**src/rtl/gb_cpu_decoder_pkg.sv**
```systemverilog
// Shared decoder/sequencer types: M-cycle control word, instruction schedule,
// sequencer states and opcode constants. GB_CPU_SEQ_IRQ_EN adds the IRQ state.
package gb_cpu_decoder_pkg;

    typedef struct packed {
        logic       fetch;
        logic       mem_rd;
        logic       mem_wr;
        logic [2:0] addr_sel;
        logic [3:0] alu_op;
        logic [3:0] reg_wr;
    } mcycle_ctrl_t;

    localparam int unsigned MAX_MCYCLES = 6;

    typedef struct packed {
        logic [2:0]                        num_cycles;
        logic                              cond_en;
        logic [2:0]                        cond_cycle;
        mcycle_ctrl_t [0:MAX_MCYCLES-1]    mcycles;
    } schedule_t;

    typedef enum logic [2:0] {
        FETCH,
        EXEC,
        CB_FETCH,
        HALT,
        LOCK
`ifdef GB_CPU_SEQ_IRQ_EN
        , IRQ
`endif
    } seq_state_t;

    localparam logic [7:0] CB_PREFIX   = 8'hCB;
    localparam logic [7:0] HALT_OPCODE = 8'h76;

    localparam int unsigned N_HARD_LOCK = 11;
    localparam logic [7:0] HARD_LOCK_OPCODES [N_HARD_LOCK] = '{
        8'hD3, 8'hDB, 8'hDD, 8'hE3, 8'hE4, 8'hEB,
        8'hEC, 8'hED, 8'hF4, 8'hFC, 8'hFD
    };

    localparam logic [2:0] ADDR_PC      = 3'd0;
    localparam logic [2:0] ADDR_SP      = 3'd2;
    localparam logic [2:0] ADDR_IRQ_VEC = 3'd5;

    localparam mcycle_ctrl_t FETCH_ONLY_CTRL = '{
        fetch: 1'b1, mem_rd: 1'b1, mem_wr: 1'b0,
        addr_sel: ADDR_PC, alu_op: 4'd0, reg_wr: 4'd0
    };

    // Dispatch: idle, SP--, push PCh, push PCl, fetch from the vector.
    localparam mcycle_ctrl_t [0:4] IRQ_SCHEDULE = '{
        '{1'b0, 1'b0, 1'b0, ADDR_PC,      4'd0, 4'd0},
        '{1'b0, 1'b0, 1'b0, ADDR_SP,      4'd0, 4'hA},
        '{1'b0, 1'b0, 1'b1, ADDR_SP,      4'd0, 4'hA},
        '{1'b0, 1'b0, 1'b1, ADDR_SP,      4'd0, 4'd0},
        '{1'b1, 1'b1, 1'b0, ADDR_IRQ_VEC, 4'd0, 4'd0}
    };

    function automatic logic is_hard_lock(input logic [7:0] op);
        logic hit;
        hit = 1'b0;
        for (int unsigned i = 0; i < N_HARD_LOCK; i++) begin
            if (op == HARD_LOCK_OPCODES[i]) hit = 1'b1;
        end
        return hit;
    endfunction

    // A zero-length schedule runs as a single fetch; keep the index inside mcycles.
    function automatic logic [2:0] eff_cycles(input logic [2:0] n);
        if (n == 3'd0) return 3'd1;
        if (n > 3'd6)  return 3'd6;
        return n;
    endfunction

endpackage

```
**src/rtl/gb_cpu_tcycle_counter.sv**
```systemverilog
// Four-phase T-cycle counter; m_end marks T3, hold parks the count at 0.
module gb_cpu_tcycle_counter (
    input  logic       clk,
    input  logic       rst_n,
    input  logic       hold,
    output logic [1:0] t_cycle,
    output logic       m_end
);

    logic [1:0] t_q, t_d;

    always_comb begin
        t_d = hold ? 2'd0 : t_q + 2'd1;
    end

    always_ff @(posedge clk or negedge rst_n) begin
        if (!rst_n) t_q <= '0;
        else        t_q <= t_d;
    end

    assign t_cycle = t_q;
    assign m_end   = ~hold & (t_q == 2'd3);

endmodule

```
**src/rtl/gb_cpu_sequencer.sv**
```systemverilog
// M-cycle sequencer: owns IR/CB flag, steps the decoder schedule, handles
// overlapped fetch, HALT and LOCK. GB_CPU_SEQ_IRQ_EN enables interrupt dispatch.
module gb_cpu_sequencer
    import gb_cpu_decoder_pkg::*;
(
    input  logic         clk,
    input  logic         rst_n,
    input  schedule_t    schedule,
    input  logic [7:0]   data_in,
    input  logic         cond_met,
    input  logic         irq_pending,
    input  logic         ime,
    output logic [7:0]   ir_opcode,
    output logic         ir_cb,
    output mcycle_ctrl_t ctrl,
    output logic [1:0]   t_cycle,
    output logic [2:0]   m_cycle,
    output logic         fetch,
    output logic         irq_ack,
    output logic         halted,
    output logic         locked
);

    seq_state_t state_q, state_d;
    logic [7:0] ir_opcode_q, ir_opcode_d;
    logic       ir_cb_q, ir_cb_d;
    logic [2:0] m_cycle_q, m_cycle_d;
    logic [2:0] n_cyc, last_m;
    logic [1:0] t_w;
    logic       m_end, lock_hold, take_irq;

    assign lock_hold = (state_q == LOCK);

    gb_cpu_tcycle_counter u_tcnt (
        .clk     (clk),
        .rst_n   (rst_n),
        .hold    (lock_hold),
        .t_cycle (t_w),
        .m_end   (m_end)
    );

    assign n_cyc  = eff_cycles(schedule.num_cycles);
    assign last_m = n_cyc - 3'd1;

`ifdef GB_CPU_SEQ_IRQ_EN
    // A CB opcode byte still belongs to its prefix, so dispatch waits for it.
    assign take_irq = ime & irq_pending & (data_in != CB_PREFIX) & (state_q != CB_FETCH);
`else
    logic unused_ime;
    assign unused_ime = ime;
    assign take_irq   = 1'b0;
`endif

    always_comb begin
        ctrl    = '0;
        fetch   = 1'b0;
        halted  = 1'b0;
        locked  = 1'b0;
        irq_ack = 1'b0;
        case (state_q)
            FETCH, CB_FETCH: begin
                ctrl  = FETCH_ONLY_CTRL;
                fetch = 1'b1;
            end
            EXEC: begin
                ctrl  = schedule.mcycles[m_cycle_q];
                fetch = (m_cycle_q == last_m);
            end
            HALT: halted = 1'b1;
            LOCK: locked = 1'b1;
`ifdef GB_CPU_SEQ_IRQ_EN
            IRQ: begin
                ctrl    = IRQ_SCHEDULE[m_cycle_q];
                fetch   = (m_cycle_q == 3'd4);
                irq_ack = (m_cycle_q == 3'd0) & (t_w == 2'd0);
            end
`endif
            default: ;
        endcase
    end

    always_comb begin
        state_d     = state_q;
        ir_opcode_d = ir_opcode_q;
        ir_cb_d     = ir_cb_q;
        m_cycle_d   = m_cycle_q;
        if (m_end) begin
            if (fetch) begin
                m_cycle_d = '0;
                if (take_irq) begin
`ifdef GB_CPU_SEQ_IRQ_EN
                    state_d = IRQ;
                    ir_cb_d = 1'b0;
`endif
                end else begin
                    ir_opcode_d = data_in;
                    if (state_q == CB_FETCH) begin
                        state_d = EXEC;
                    end else if (data_in == CB_PREFIX && !ir_cb_q) begin
                        state_d = CB_FETCH;
                        ir_cb_d = 1'b1;
                    end else begin
                        ir_cb_d = 1'b0;
                        if (data_in == HALT_OPCODE)    state_d = HALT;
                        else if (is_hard_lock(data_in)) state_d = LOCK;
                        else                           state_d = EXEC;
                    end
                end
            end else begin
                case (state_q)
                    EXEC: begin
                        if (schedule.cond_en && m_cycle_q == schedule.cond_cycle && !cond_met)
                            m_cycle_d = last_m;
                        else
                            m_cycle_d = m_cycle_q + 3'd1;
                    end
                    HALT: begin
                        if (irq_pending) begin
`ifdef GB_CPU_SEQ_IRQ_EN
                            state_d = ime ? IRQ : FETCH;
`else
                            state_d = FETCH;
`endif
                        end
                    end
`ifdef GB_CPU_SEQ_IRQ_EN
                    IRQ: m_cycle_d = m_cycle_q + 3'd1;
`endif
                    default: ;
                endcase
            end
        end
    end

    always_ff @(posedge clk or negedge rst_n) begin
        if (!rst_n) begin
            state_q     <= FETCH;
            ir_opcode_q <= '0;
            ir_cb_q     <= 1'b0;
            m_cycle_q   <= '0;
        end else begin
            state_q     <= state_d;
            ir_opcode_q <= ir_opcode_d;
            ir_cb_q     <= ir_cb_d;
            m_cycle_q   <= m_cycle_d;
        end
    end

    assign ir_opcode = ir_opcode_q;
    assign ir_cb     = ir_cb_q;
    assign m_cycle   = m_cycle_q;
    assign t_cycle   = t_w;

endmodule

```
**config.mk**
```make
export PLATFORM = sky130hd
export DESIGN_NAME = gb_cpu_sequencer
export DESIGN_NICKNAME = d
export VERILOG_FILES = /design/src/rtl/gb_cpu_decoder_pkg.sv /design/src/rtl/gb_cpu_tcycle_counter.sv /design/src/rtl/gb_cpu_sequencer.sv
export SDC_FILE = /design/constraint.sdc
export NUM_CORES = 1
export LEC_CHECK = 0
export ABC_AREA = 1
export CAP_MARGIN = 10
export CORE_MARGIN = 5
export CORE_UTILIZATION = 38
export CTS_CLUSTER_SIZE = 40
export DETAILED_ROUTE_END_ITERATION = 10
export PLACE_DENSITY_LB_ADDON = 0.25
export REMOVE_ABC_BUFFERS = 1
export SLEW_MARGIN = 40
export SYNTH_ARGS = -nofsm -noshare
export SYNTH_HDL_FRONTEND = slang
export SYNTH_HIERARCHICAL = 1
export SYNTH_SLANG_ARGS = --single-unit
```
**constraint.sdc**
```tcl
create_clock -name clk -period 3 [get_ports clk]
set_clock_uncertainty 0.1 [all_clocks]
set_input_delay 0.45 -clock clk [delete_from_list [all_inputs] [get_ports clk]]
set_output_delay 0.45 -clock clk [all_outputs]
set_load 0.05 [all_outputs]
```
==> results.py <==
metrics = {
    "logic_synthesis": {
        "synth.yosys.seq_area_share_pct": 22.3,
        "postSynthCellCount": 317,
        "synth_ff_type": "sky130_fd_sc_hd__dfrtp_1",
        "synth_top_area_cell": "sky130_fd_sc_hd__dfrtp_1",
        "synth_cell_types": 30,
        "commonest_cells_in_the_netlist": "sky130_fd_sc_hd__nand2_1, sky130_fd_sc_hd__nor2_1, sky130_fd_sc_hd__o21ai_0, sky130_fd_sc_hd__inv_1",
        "area_share_of_the_largest_cell_type_after_synthesis_pct": 22.3,
        "synth.top_cells.by_area": "sky130_fd_sc_hd__dfrtp_1, sky130_fd_sc_hd__nand2_1, sky130_fd_sc_hd__o21ai_0",
        "synthArstFlopShare_pct": 100,
        "synth_enable_flop_cells": 0,
        "most_instantiated_library_cell_after_synthesis": "sky130_fd_sc_hd__nand2_1",
        "syn-cell-area_sq_mm": 0.00191,
        "ys_seq_elements": 17,
        "synth_area_per_cell_sq_um": 6.02,
        "synth.yosys.warnings": 6,
    },
    "timing": {
        "timing.slew.headroom_pct": 51.3,
        "final-hold-violation-count": 0,
        "least_margin_pin_slew_ns": 0.727,
        "timing.final.crit_period_ns": 2.81,
        "timing_max_transition_violations_final": 0,
        "finalSetupViolCount": 0,
        "finalCritPeriodShare_pct": 93.7,
        "maxClockFrequency_mhz": 356,
        "setup-tns-final_ns": 0,
        "fin_ws_ns": 0.190,
        "grt_setup_unrepaired": "false",
    },
    "cts": {
        "holdBufCountCts": 0,
        "tritoncts": "built",
        "post_cts.resized_instances": 0,
        "h-tree-depth": 1,
        "cts-buffers-inserted": 3,
        "postCtsSetupBuffers": 0,
        "clkLatencyLatePin_ns": 0.25,
        "ctsLongestPathBuffers": 2,
        "clk_transition_reported_paths_ns": 0.07,
        "root_buffer": "sky130_fd_sc_hd__clkbuf_8",
        "cts.sink_count": 17,
    },
    "worst_setup_path": {
        "cp.required_ns": 2.45,
        "r2r_setup_slack_ns": 0.98,
        "worstSetupStartpointType": "input port",
        "timing.critical_path.arrival_ns": 2.26,
        "worst-setup-path-type": "input port to primary output",
        "crit_fanout": 5,
        "crit_path_end_kind": "primary output",
    },
    "routing": {
        "drtPass1Iterations": 4,
        "drt-initial-drc-count": 94,
        "via_count": 2571,
        "detail_route.wl_per_cell_microns": 14.6,
        "drc": 0,
        "vias_per_cell": 5.08,
        "postRouteWirelength_mm": 7.39,
        "antenna_left": 0,
    },
    "grt": {
        "grt_max_degree": 50,
        "groute.usage.overall_pct": 22.0,
        "grt_first_pass_wirelength_mm": 11.6,
        "sum_of_overflow_across_all_layers_after_global_routing": 0,
        "grt_antenna_before_repair": 0,
        "grt_pass1_vias": 2414,
    },
    "die": {
        "floorplan.die.width_microns": 80.9,
        "core_region_area_sq_mm": 0.00479,
        "io-pin-count": 136,
        "rows": 25,
        "design.die.area_sq_mm": 0.00654,
        "die_h_microns": 80.9,
        "start_util_pct": 39.9,
    },
    "place": {
        "dpl-instance-area_sq_mm": 0.00321,
        "place.detailed.hpwl_mm": 5.69,
        "io_buffer_count": 133,
        "gp_routability_congestion": 0.783,
        "post-place-ws_ns": 0.158,
    },
    "job": {
        "cap_violations": 0,
    },
    "layout": {
        "num-fill-cells": 438,
        "drive_above_1_share_pct": 10.0,
        "finalNetCount": 547,
        "diodes": 0,
        "area_growth_pct": 70.6,
        "final_cell_area_sq_mm": 0.00326,
    },
    "pwr": {
        "clock_power_share_pct": 28.9,
        "power_frac_seq_pct": 39.0,
        "switching_power_uw": 131,
        "power_frac_comb_pct": 32.1,
        "p_leak_uw": 0.00137,
        "power_switching_share_pct": 22.3,
        "cellInternalPower_uw": 456,
        "power.ir.vdd_worst_mv": 0.200,
        "power_density_mw_per_mm2": 180,
    },
    "run_status": {
        "outcome": "finished clean",
    },
    "hold_path": {
        "holdCritPathClass": "input port to async pin",
    },
}
-- power by group through the flow --
stage | Sequential, uW | Clock, uW | Combinational (uW)
3_5_place_dp | 233 | 0 | 188
2_1_floorplan | 234 | 0 | 42.0
5_1_grt | 229 | 181 | 204
3_3_place_gp | 233 | 0 | 186
6_report | 229 | 170 | 188
4_1_cts | 229 | 176 | 189
-- placed cells by master, fill, tap and decap left out, drive strengths merged, types with 3 or more instances in the layout --
master and instances:
clkdlybuf4s50 116, nand2 72, o21ai 59, nor2 47, inv 28, buf 20
a21oi 17, dfrtp 17, nand3 16, o22ai 14, o21a 13, nor3 4
clkbuf 4, ha 3
-- registers in the layout, summed over array words and instances, names as in the netlist --
name / cells
ir_opcode: 8
m_cycle: 3
state_q: 3
u_tcnt/t_cycle: 2
ir_cb: 1
-- cells by family after synthesis --
kind of cell             Yosys count  synth area share [%]
AND/OR/NAND/NOR                  142                  31.9
AO/OA/AOI/OAI                    106                  32.4
buffers and inverters             46                  10.4
flip-flops                        17                  22.3
adder cells (fa/ha/maj)            3                  1.97
XOR/XNOR                           2                 0.918
other                              1                 0.196
-- critical path: stages --
cell                              delay (ns)
sky130_fd_sc_hd__clkdlybuf4s50_1        0.46
sky130_fd_sc_hd__inv_2                  0.09
sky130_fd_sc_hd__nand2_1                0.08
sky130_fd_sc_hd__nand2_1                0.11
sky130_fd_sc_hd__inv_1                  0.06
sky130_fd_sc_hd__ha_1                   0.32
sky130_fd_sc_hd__xnor2_1                0.14
sky130_fd_sc_hd__nor2_2                 0.12
sky130_fd_sc_hd__nand3_2                0.12
sky130_fd_sc_hd__nand2_4                0.13
sky130_fd_sc_hd__buf_6                  0.17
-- final cells by class --
class | instances | area, sq um | area share [%]
Inverter | 28 | 105 | 3.23
Timing Repair Buffer | 136 | 1310 | 40.3
Tap cell | 67 | 83.8 | 2.57
Multi-Input combinational cell | 254 | 1290 | 39.5
Clock buffer | 4 | 45.0 | 1.38
Sequential cell | 17 | 425 | 13.1
-- routing by layer --
metal,vias up,global-route usage (%),share of wire (%)
met5,-,0,0
met4,0,5.74,1.8
met3,12,4.10,8.9
met2,101,37.5,47
met1,1156,28.5,42
li1,1302,-,-
-- per-stage QoR --
stage	total power, uW	cells	hold slack [ns]	utilization [%]
2_1_floorplan	276	299	0.0544	-
6_report	587	506	0.0144	68.1
4_1_cts	594	506	0.358	68.1
3_3_place_gp	419	502	0.338	67.2
5_1_grt	614	506	0.0419	68.1
3_5_place_dp	422	502	0.348	67.2
-- final timing paths --
path | cells past startpoint | end | from
min | 1 | ir_opcode[1]$_DFFE_PN0P_ | rst_n
max in group asynchronous | 1 | state_q[2]$_DFFE_PN0P_ | rst_n
min in group clk | 1 | u_tcnt/t_cycle[0]$_DFF_PN0_ | u_tcnt/t_cycle[0]$_DFF_PN0_
max | 11 | fetch | schedule[90]
min reg2reg | 1 | u_tcnt/t_cycle[0]$_DFF_PN0_ | u_tcnt/t_cycle[0]$_DFF_PN0_
max reg2reg | 9 | state_q[1]$_DFFE_PN0P_ | state_q[0]$_DFFE_PN0P_
(Power assumes the default switching activity.)
